$ cat config.mk
export PLATFORM = sky130hd
export DESIGN_NAME = mul_pipe_issue_flat
export DESIGN_NICKNAME = d
export VERILOG_FILES = /design/src/rtl/mul_pipe_issue_if.sv /design/src/rtl/mul_pipe_issue.sv /design/src/flat_wrapper.sv
export SDC_FILE = /design/constraint.sdc
export NUM_CORES = 1
export LEC_CHECK = 0
export ABC_AREA = 1
export CAP_MARGIN = 10
export CORE_MARGIN = 5
export CORE_UTILIZATION = 40
export CTS_CLUSTER_SIZE = 14
export DETAILED_ROUTE_END_ITERATION = 12
export PLACE_DENSITY_LB_ADDON = 0.05
export SLEW_MARGIN = 10
export SYNTH_ARGS = -nofsm -noshare
export SYNTH_HDL_FRONTEND = slang
export SYNTH_SLANG_ARGS = --single-unit
$ cat constraint.sdc
create_clock -name clk -period 2.7 [get_ports clk]
set_input_delay 0.54 -clock clk [delete_from_list [all_inputs] [get_ports clk]]
set_output_delay 0.54 -clock clk [all_outputs]
set_load 0.05 [all_outputs]
$ cat src/rtl/mul_pipe_issue_if.sv
// Bundle of the operand handshake, the cell-0 launch bus and the credit/status
// signals of the multiplier issue stage. The master drives operands and credit
// returns; the slave (the issue stage) drives in_ready, cell_* and status.
interface mul_pipe_issue_if #(
  parameter int WIDTH_multiplicand = 16,
  parameter int WIDTH_multiplier   = 16,
  parameter int FIFO_DEPTH         = 4,
  parameter int CREDITS            = 8
);
  localparam int PROD_W = WIDTH_multiplicand + WIDTH_multiplier;
  localparam int CRED_W = $clog2(CREDITS + 1);
  localparam int CNT_W  = $clog2(FIFO_DEPTH + 1);

  // Operand handshake: a pair transfers on a clock edge where in_valid and
  // in_ready are both high; in_valid may not depend on in_ready, and the
  // pair must be held stable while in_valid is high and in_ready is low.
  logic                          in_valid;
  logic                          in_ready;
  logic [WIDTH_multiplicand-1:0] in_multiplicand;
  logic [WIDTH_multiplier-1:0]   in_multiplier;

  // Launch bus into the first multiply cell.
  logic                          cell_valid;
  logic [PROD_W-1:0]             cell_multiplicand;
  logic [WIDTH_multiplier-1:0]   cell_multiplier;
  logic [PROD_W-1:0]             cell_product_in;

  // Credit return from the downstream result buffer and status.
  logic                          credit_return;
  logic [CRED_W-1:0]             credits_avail;
  logic [CNT_W-1:0]              fifo_count;
  logic                          credit_err;

  modport master (
    output in_valid, in_multiplicand, in_multiplier, credit_return,
    input  in_ready, cell_valid, cell_multiplicand, cell_multiplier,
           cell_product_in, credits_avail, fifo_count, credit_err
  );

  modport slave (
    input  in_valid, in_multiplicand, in_multiplier, credit_return,
    output in_ready, cell_valid, cell_multiplicand, cell_multiplier,
           cell_product_in, credits_avail, fifo_count, credit_err
  );
endinterface

$ cat src/rtl/mul_pipe_issue.sv
// Issue stage feeding cell 0 of the shift-add multiplier chain. Operand pairs
// are buffered in a small FIFO and launched one per cycle while the downstream
// result buffer has credit. The cell chain never stalls, so the credit count
// is the only backpressure; a pair is launched only when its result is
// guaranteed a slot downstream.
module mul_pipe_issue #(
  parameter int WIDTH_multiplicand = 16,
  parameter int WIDTH_multiplier   = 16,
  parameter int FIFO_DEPTH         = 4,
  parameter int CREDITS            = 8
) (
  input logic             clk,
  input logic             rst,
  mul_pipe_issue_if.slave bus
);
  localparam int PROD_W  = WIDTH_multiplicand + WIDTH_multiplier;
  localparam int ENTRY_W = WIDTH_multiplicand + WIDTH_multiplier;
  localparam int PTR_W   = (FIFO_DEPTH > 1) ? $clog2(FIFO_DEPTH) : 1;
  localparam int CNT_W   = $clog2(FIFO_DEPTH + 1);
  localparam int CRED_W  = $clog2(CREDITS + 1);

  localparam logic [CNT_W-1:0]  CNT_FULL = CNT_W'(FIFO_DEPTH);
  localparam logic [CRED_W-1:0] CRED_MAX = CRED_W'(CREDITS);

  // Operand storage: entry = {multiplicand, multiplier}.
  logic [ENTRY_W-1:0] mem [FIFO_DEPTH];
  logic [PTR_W-1:0]   wr_ptr;
  logic [PTR_W-1:0]   rd_ptr;
  logic [CNT_W-1:0]   count;
  logic [CNT_W-1:0]   count_d;

  logic [CRED_W-1:0]  credits;
  logic [CRED_W-1:0]  credits_d;
  logic               err;
  logic               err_d;

  logic                          cell_valid_q;
  logic [PROD_W-1:0]             cell_mcand_q;
  logic [WIDTH_multiplier-1:0]   cell_mplier_q;

  logic               ready_w;
  logic               push_en;
  logic               issue_en;
  logic [ENTRY_W-1:0] head;

  // Ready comes only from the registered count: a pop in the same cycle does
  // not open a slot, so a full FIFO never writes through.
  assign ready_w  = (count < CNT_FULL);
  assign push_en  = bus.in_valid && ready_w;
  // Issue looks at start-of-cycle state only; a pair pushed this cycle is
  // not yet counted and therefore cannot be launched in the same cycle.
  assign issue_en = (count != '0) && (credits != '0);
  assign head     = mem[rd_ptr];

  // Operand storage write; contents need no reset because count gates reads.
  always_ff @(posedge clk) begin
    if (push_en) begin
      mem[wr_ptr] <= {bus.in_multiplicand, bus.in_multiplier};
    end
  end

  // Write and read pointers; depth is a power of two so they wrap naturally.
  always_ff @(posedge clk) begin
    if (!rst) begin
      wr_ptr <= '0;
      rd_ptr <= '0;
    end else begin
      if (push_en) begin
        wr_ptr <= wr_ptr + PTR_W'(1);
      end
      if (issue_en) begin
        rd_ptr <= rd_ptr + PTR_W'(1);
      end
    end
  end

  // Occupancy next value: push and pop in the same cycle cancel.
  always_comb begin
    count_d = count;
    if (push_en && !issue_en) begin
      count_d = count + CNT_W'(1);
    end else if (!push_en && issue_en) begin
      count_d = count - CNT_W'(1);
    end
  end

  // Credit next value and overflow detection; a return that would exceed
  // the buffer size is dropped and flagged.
  always_comb begin
    credits_d = credits;
    err_d     = err;
    if (issue_en && !bus.credit_return) begin
      credits_d = credits - CRED_W'(1);
    end else if (!issue_en && bus.credit_return) begin
      if (credits == CRED_MAX) begin
        err_d = 1'b1;
      end else begin
        credits_d = credits + CRED_W'(1);
      end
    end
  end

  // Status registers: occupancy, credits and the sticky error flag.
  always_ff @(posedge clk) begin
    if (!rst) begin
      count   <= '0;
      credits <= CRED_MAX;
      err     <= 1'b0;
    end else begin
      count   <= count_d;
      credits <= credits_d;
      err     <= err_d;
    end
  end

  // Launch register into cell 0; idle cycles drive zeros like an idle cell.
  always_ff @(posedge clk) begin
    if (!rst || !issue_en) begin
      cell_valid_q  <= 1'b0;
      cell_mcand_q  <= '0;
      cell_mplier_q <= '0;
    end else begin
      cell_valid_q  <= 1'b1;
      cell_mcand_q  <= PROD_W'(head[ENTRY_W-1:WIDTH_multiplier]);
      cell_mplier_q <= head[WIDTH_multiplier-1:0];
    end
  end

  assign bus.in_ready          = ready_w;
  assign bus.cell_valid        = cell_valid_q;
  assign bus.cell_multiplicand = cell_mcand_q;
  assign bus.cell_multiplier   = cell_mplier_q;
  assign bus.cell_product_in   = '0;
  assign bus.credits_avail     = credits;
  assign bus.fifo_count        = count;
  assign bus.credit_err        = err;
endmodule
$ cat src/flat_wrapper.sv
// flat-port wrapper written by rule: the top's interface ports become plain ports
module mul_pipe_issue_flat 
#(
  parameter int WIDTH_multiplicand = 16,
  parameter int WIDTH_multiplier   = 16,
  parameter int FIFO_DEPTH         = 4,
  parameter int CREDITS            = 8
)
  (clk, rst, bus_in_valid, bus_in_multiplicand, bus_in_multiplier, bus_credit_return, bus_in_ready, bus_cell_valid, bus_cell_multiplicand, bus_cell_multiplier, bus_cell_product_in, bus_credits_avail, bus_fifo_count, bus_credit_err);
  mul_pipe_issue_if #(.WIDTH_multiplicand(WIDTH_multiplicand), .WIDTH_multiplier(WIDTH_multiplier), .FIFO_DEPTH(FIFO_DEPTH), .CREDITS(CREDITS)) bus_i ();
  input logic clk;
  input logic rst;
  input wire logic [$bits(bus_i.in_valid)-1:0] bus_in_valid;
  input wire logic [$bits(bus_i.in_multiplicand)-1:0] bus_in_multiplicand;
  input wire logic [$bits(bus_i.in_multiplier)-1:0] bus_in_multiplier;
  input wire logic [$bits(bus_i.credit_return)-1:0] bus_credit_return;
  output wire logic [$bits(bus_i.in_ready)-1:0] bus_in_ready;
  output wire logic [$bits(bus_i.cell_valid)-1:0] bus_cell_valid;
  output wire logic [$bits(bus_i.cell_multiplicand)-1:0] bus_cell_multiplicand;
  output wire logic [$bits(bus_i.cell_multiplier)-1:0] bus_cell_multiplier;
  output wire logic [$bits(bus_i.cell_product_in)-1:0] bus_cell_product_in;
  output wire logic [$bits(bus_i.credits_avail)-1:0] bus_credits_avail;
  output wire logic [$bits(bus_i.fifo_count)-1:0] bus_fifo_count;
  output wire logic [$bits(bus_i.credit_err)-1:0] bus_credit_err;
  assign bus_i.in_valid = bus_in_valid;
  assign bus_i.in_multiplicand = bus_in_multiplicand;
  assign bus_i.in_multiplier = bus_in_multiplier;
  assign bus_i.credit_return = bus_credit_return;
  assign bus_in_ready = bus_i.in_ready;
  assign bus_cell_valid = bus_i.cell_valid;
  assign bus_cell_multiplicand = bus_i.cell_multiplicand;
  assign bus_cell_multiplier = bus_i.cell_multiplier;
  assign bus_cell_product_in = bus_i.cell_product_in;
  assign bus_credits_avail = bus_i.credits_avail;
  assign bus_fifo_count = bus_i.fifo_count;
  assign bus_credit_err = bus_i.credit_err;
  mul_pipe_issue #(.WIDTH_multiplicand(WIDTH_multiplicand), .WIDTH_multiplier(WIDTH_multiplier), .FIFO_DEPTH(FIFO_DEPTH), .CREDITS(CREDITS)) u_core (.clk(clk), .rst(rst), .bus(bus_i));
endmodule
---- Word level (Yosys, flattened, before mapping) ----
Memory sizes are Yosys's and may differ from the RTL's. A register that Yosys moved wholly into a read port is not among the register bits.
Index checks and enable logic that the tools add are counted.
storage, ports and cells
  output and inout port bits .............. 90
  bits of input ports ..................... 36
  RAM bits ................................ 128
  register bits ........................... 29
  logic and storage cells ................. 43
  memories ................................ 1
memory list
  name        words  bits a word  rd ports  clocked after memory_dff  write ports  RTL line              source
  u_core.mem  4      32           1         1                         1            mul_pipe_issue.sv:26  logic [ENTRY_W-1:0] mem [FIFO_DEPTH];
cells by class
  add/subtract/negate cells ............... 6
  reductions and logical operators ........ 17
  equal/unequal tests ..................... 2
  bitwise operators ....................... 1
  muxes and demuxes ....................... 8
  $lt $le $gt $ge ......................... 1
operator list
  operator             number
  $mux 4               3
  $logic_and 1x1->1    6
  $mux 3               2
  $add 2x1->2 const B  2
  $add 4x1->4 const B  1
  $eq 4x4->1 const B   1
  $logic_not 1->1      4
  $reduce_bool 2->1    2
  $reduce_bool 4->1    1
  $sub 4x1->4 const B  1
  $add 3x1->3 const B  1
  $lt 3x3->1 const B   1
  $mux 1               3
  $reduce_and 3->1     1
  $reduce_bool 3->1    1
  $sub 3x1->3 const B  1
  $ne 2x1->1 const B   1
  $reduce_and 2->1     1
  $logic_or 1x1->1     1
  $not 1->1            1

---- Logic depth before layout (Yosys ltp) ----
Gate-level depths: netlist of the first run.
  depth in word-level cells ............... 6
  depth in mapped cells ................... 12
  gate-level depth less buffers ........... 12

---- Worst setup path before layout of the first run ----
OpenSTA, ideal clock, no wires.
  path kind ............................... flip-flop to flip-flop
  start ................................... reg u_core.count[2], in the netlist u_core.bus.fifo_count[2]
  end ..................................... mem u_core.mem[0][0] (netlist name) (enable)
  cell stages (with the launch flop) ...... 4
  slack ................................... -298 ps
  arrival ................................. 2577 ps
  buffers on the path ..................... 0
  cells stage by stage .................... dfxtp_1 inv_1 nand2_1 nor2_1
between the ends
  word-level cells in the longest chain between the ends .. 4
RTL lines
  element                       RTL line               source
  from (decl)                   mul_pipe_issue.sv:29   logic [CNT_W-1:0] count;
  from (signal assigned)        mul_pipe_issue.sv:110  count <= count_d;
  $lt 3x3->1                    mul_pipe_issue.sv:48   assign ready_w = (count < CNT_FULL);
  net bus_in_ready              flat_wrapper.sv:17     output wire logic [$bits(bus_i.in_ready)-1:0] bus_in_ready;
  $logic_and 1x1->1             mul_pipe_issue.sv:49   assign push_en = bus.in_valid && ready_w;
  $mux 1                        mul_pipe_issue.sv:57   if (push_en) begin
  $mux 1 (not written as such)  mul_pipe_issue.sv:58   mem[wr_ptr] <= {bus.in_multiplicand, bus.in_multiplier};
  to (decl)                     mul_pipe_issue.sv:26
The timed path passes the listed nets, and every way through them passes these cells.

---- Worst setup path in the final report of the first run ----
  start ................................... reg u_core.credits[0], in the netlist u_core.bus.credits_avail[0]
  end ..................................... out bus_credits_avail[0]
RTL lines
  element                 RTL line               source
  from (decl)             mul_pipe_issue.sv:32   logic [CRED_W-1:0] credits;
  from (signal assigned)  mul_pipe_issue.sv:111  credits <= credits_d;
  to (decl)               flat_wrapper.sv:22     output wire logic [$bits(bus_i.credits_avail)-1:0] bus_credits_avail;
No word-level cell between the ends.

==> results of run 1 <==
[layer usage]
layer | vias up | wire [um] | global-route usage [%]
li1 | 2004 | - | -
met1 | 1900 | 6505 | 18.90
met2 | 103 | 6592 | 22.86
met3 | 14 | 704 | 3.954
met4 | 0 | 160 | 4.589
met5 | - | 0 | 0
[cell families after synthesis]
group / Yosys count
flip-flops: 173
adder cells (fa/ha/maj): 10
buffers and inverters: 100
AND/OR/NAND/NOR: 161
other: 1
XOR/XNOR: 2
AO/OA/AOI/OAI: 121
[area by class of cell]
class | count | area (um2)
Sequential cell | 173 | 4747
Multi-Input combinational cell | 342 | 1640
Fill cell | 1461 | 8358
Clock buffer | 18 | 429.2
Timing Repair Buffer | 90 | 905.9
Inverter | 27 | 103.9
Clock inverter | 14 | 182.7
Tap cell | 220 | 275.3
[power breakdown]
| part | total, mW | switching (mW) | internal [mW] |
|---|---|---|---|
| combinational | 3.48 | 2.46 | 1.02 |
| sequential | 3.47 | 0.156 | 3.31 |
| clock | 2.51 | 1.03 | 1.48 |
[state kept, by name, summed over array words and instances, names as in the netlist]
register                      flops
u_core.mem                      128
u_core.bus.cell_multiplicand     16
u_core.bus.cell_multiplier       16
u_core.bus.credits_avail          4
u_core.bus.fifo_count             3
u_core.rd_ptr                     2
u_core.wr_ptr                     2
u_core.bus.cell_valid             1
u_core.bus.credit_err             1
[layout by cell type (no fill, tap or decap), drive strengths merged, types with 2 or more instances in the layout]
master,n
a21oi,45
buf,13
bufinv,3
clkbuf,18
clkdlybuf4s50,77
clkinv,4
clkinvlp,2
conb,48
dfxtp,45
edfxtp,128
ha,9
inv,32
nand2,14
nand3,5
nor2,141
o21ai,75
[Yosys cell counts, drive strengths merged]
cell type	instances	area (um2)
a21oi	45	255.3
buf	65	504.2
clkbuf	8	31.28
conb	1	3.750
dfxtp	45	900.9
edfxtp	128	3844
fa	1	20.02
ha	9	112.6
inv	27	103.9
nand2	14	62.56
nand3	5	25.02
nand4	1	6.260
nor2	141	548.0
o21a	1	7.510
o21ai	75	375.4
xnor2	1	8.760
xor2	1	8.760
[final timing paths]
path                                                  start                     endpoint  slack (ns)  cells past startpoint
worst min register to register        u_core.bus.credit_err        u_core.bus.credit_err        0.46                      2
worst min-delay path                  u_core.bus.credit_err        u_core.bus.credit_err        0.46                      2
worst max-delay path            u_core.bus.credits_avail[0]         bus_credits_avail[0]        0.38                      1
worst max register to register  u_core.bus.credits_avail[0]  u_core.bus.credits_avail[2]        0.68                     11
[metrics by stage]
stage / hold WS (ns) / total power [mW]
6_report: 0.4577 / 9.459
5_1_grt: 0.5021 / 10.01
4_1_cts: 0.4632 / 9.577
3_5_place_dp: 0.4533 / 7.058
3_3_place_gp: 0.4508 / 7.042
2_1_floorplan: 0.4816 / 6.135
[worst reg2reg max path, cell delays in order, from the launching register on]
cell and delay [ns]:
dfxtp_1 0.39, nor2_2 0.20, nand2_2 0.09, nand2_4 0.12, inv_1 0.09, ha_1 0.23
nor2_1 0.25, nand3_1 0.12, nand2_1 0.13, inv_1 0.10, o21ai_0 0.14, a21oi_1 0.05
==> impl_metrics.json, run 1 <==
{
  "fp-row-count": 47,
  "slew_headroom_pct": 50.18,
  "crit_type": "register to primary output",
  "cts_tree": "done",
  "die_w_um": 140.6,
  "cp_data_arrival_time_ns": 1.78,
  "cts-root-buf": "clkbuf_16",
  "antenna_found_initial": 0,
  "ir_worst_vdd_uv": 601.9,
  "synth_xor_xnor_area_share_pct": 0.2569,
  "period_minus_slack_ns": 2.317,
  "skew_ns": 0.006643,
  "clock.fmax_mhz": 431.6,
  "cpLargestDelayFamily": "buffers and inverters",
  "ctsResizeCount": 0,
  "hold_violations": 0,
  "yosysWarnings": 0,
  "cts_max_level": 4,
  "period_share_pct": 85.80,
  "power_density_nw_per_um2": 1142,
  "grt_max_degree": 66,
  "track_usage_pct": 14.28,
  "wirelength_um": 13960,
  "syn_area_um2": 6818,
  "crit_slowest_cell": "clkdlybuf4s50_1",
  "clk_latency_ns": 0.42,
  "wire_per_inst_um": 15.80,
  "ys_ff_latch": 173,
  "setup_viol": 0,
  "critPathRequiredTime_ns": 2.16,
  "layout-drive-gt1-share_pct": 9.940,
  "postRouteAntennaNets": 0,
  "synthSimpleGateAreaFrac_pct": 9.415,
  "overflow": 0,
  "die-area_um2": 19760,
  "clk_pin_slew_ns": 0.06,
  "dpl.cell_count": 852,
  "grt_pass1_wl_um": 21730,
  "crit_path_max_fanout": 7,
  "numClockSinks": 173,
  "slew_violations": 0,
  "synth-compound-area-share_pct": 9.360,
  "synthCells": 568,
  "io_pins": 126,
  "hpwl_um": 8178,
  "final.setup.tns_ns": 0,
  "synth_adder_area_share_pct": 1.945,
  "path_buf_inv": 1,
  "synthToLayoutAreaGrowth_pct": 21.51,
  "io_buffers": 77,
  "dpl-instance-area_um2": 7672,
  "hp-class": "register to register",
  "leakage_nw": 3.022,
  "max_stage_delay_ns": 0.87,
  "cts_buffers": 17,
  "synth_top_family_by_area": "simple AND/OR/NAND/NOR gates",
  "drtIter0Drc": 265,
  "cp-start-kind": "register",
  "initial_core_util_pct": 40.97,
  "core_area_um2": 16640,
  "post-route-drc-count": 0,
  "vias": 4021,
  "finalWeightedCongestion": 0.7989,
  "clockBufferDepth": 2,
  "syn_area_per_cell_um2": 12.00,
  "status": "finished, final reports clean",
  "drtPass1Iterations": 4,
  "num_antenna_cells": 0,
  "post_cts_buffers": 0,
  "viasPerCell": 4.549,
  "hold_buffers": 0,
  "fin_area_um2": 8284,
  "synth.area.mux_share_pct": 0,
  "layout_setup_ws_ns": 0.3833,
  "worstMarginPinSlew_ns": 0.7473,
  "nets": 697,
  "path_cells": "clkdlybuf4s50_1",
  "rsz0062_at_grt": "no",
  "die_height_um": 140.6,
  "cp-end-kind": "primary output",
  "utilization_pct": 49.78,
  "dpl_worst_slack_ns": 0.3979,
  "layout.cells.non_filler": 884,
  "synth_cell_types": 28,
  "drv_cap": 0,
  "yosysSeqAreaShare_pct": 69.59,
  "grt_pass1_vias": 3931
}
Note: power is estimated with default switching activity, not from simulation.
==> run 2: changes to the inputs <==
SLEW_MARGIN = 20   (was 10)
==> results of run 2 <==
Final layout, timing and power as in run 1 (identical DEF).
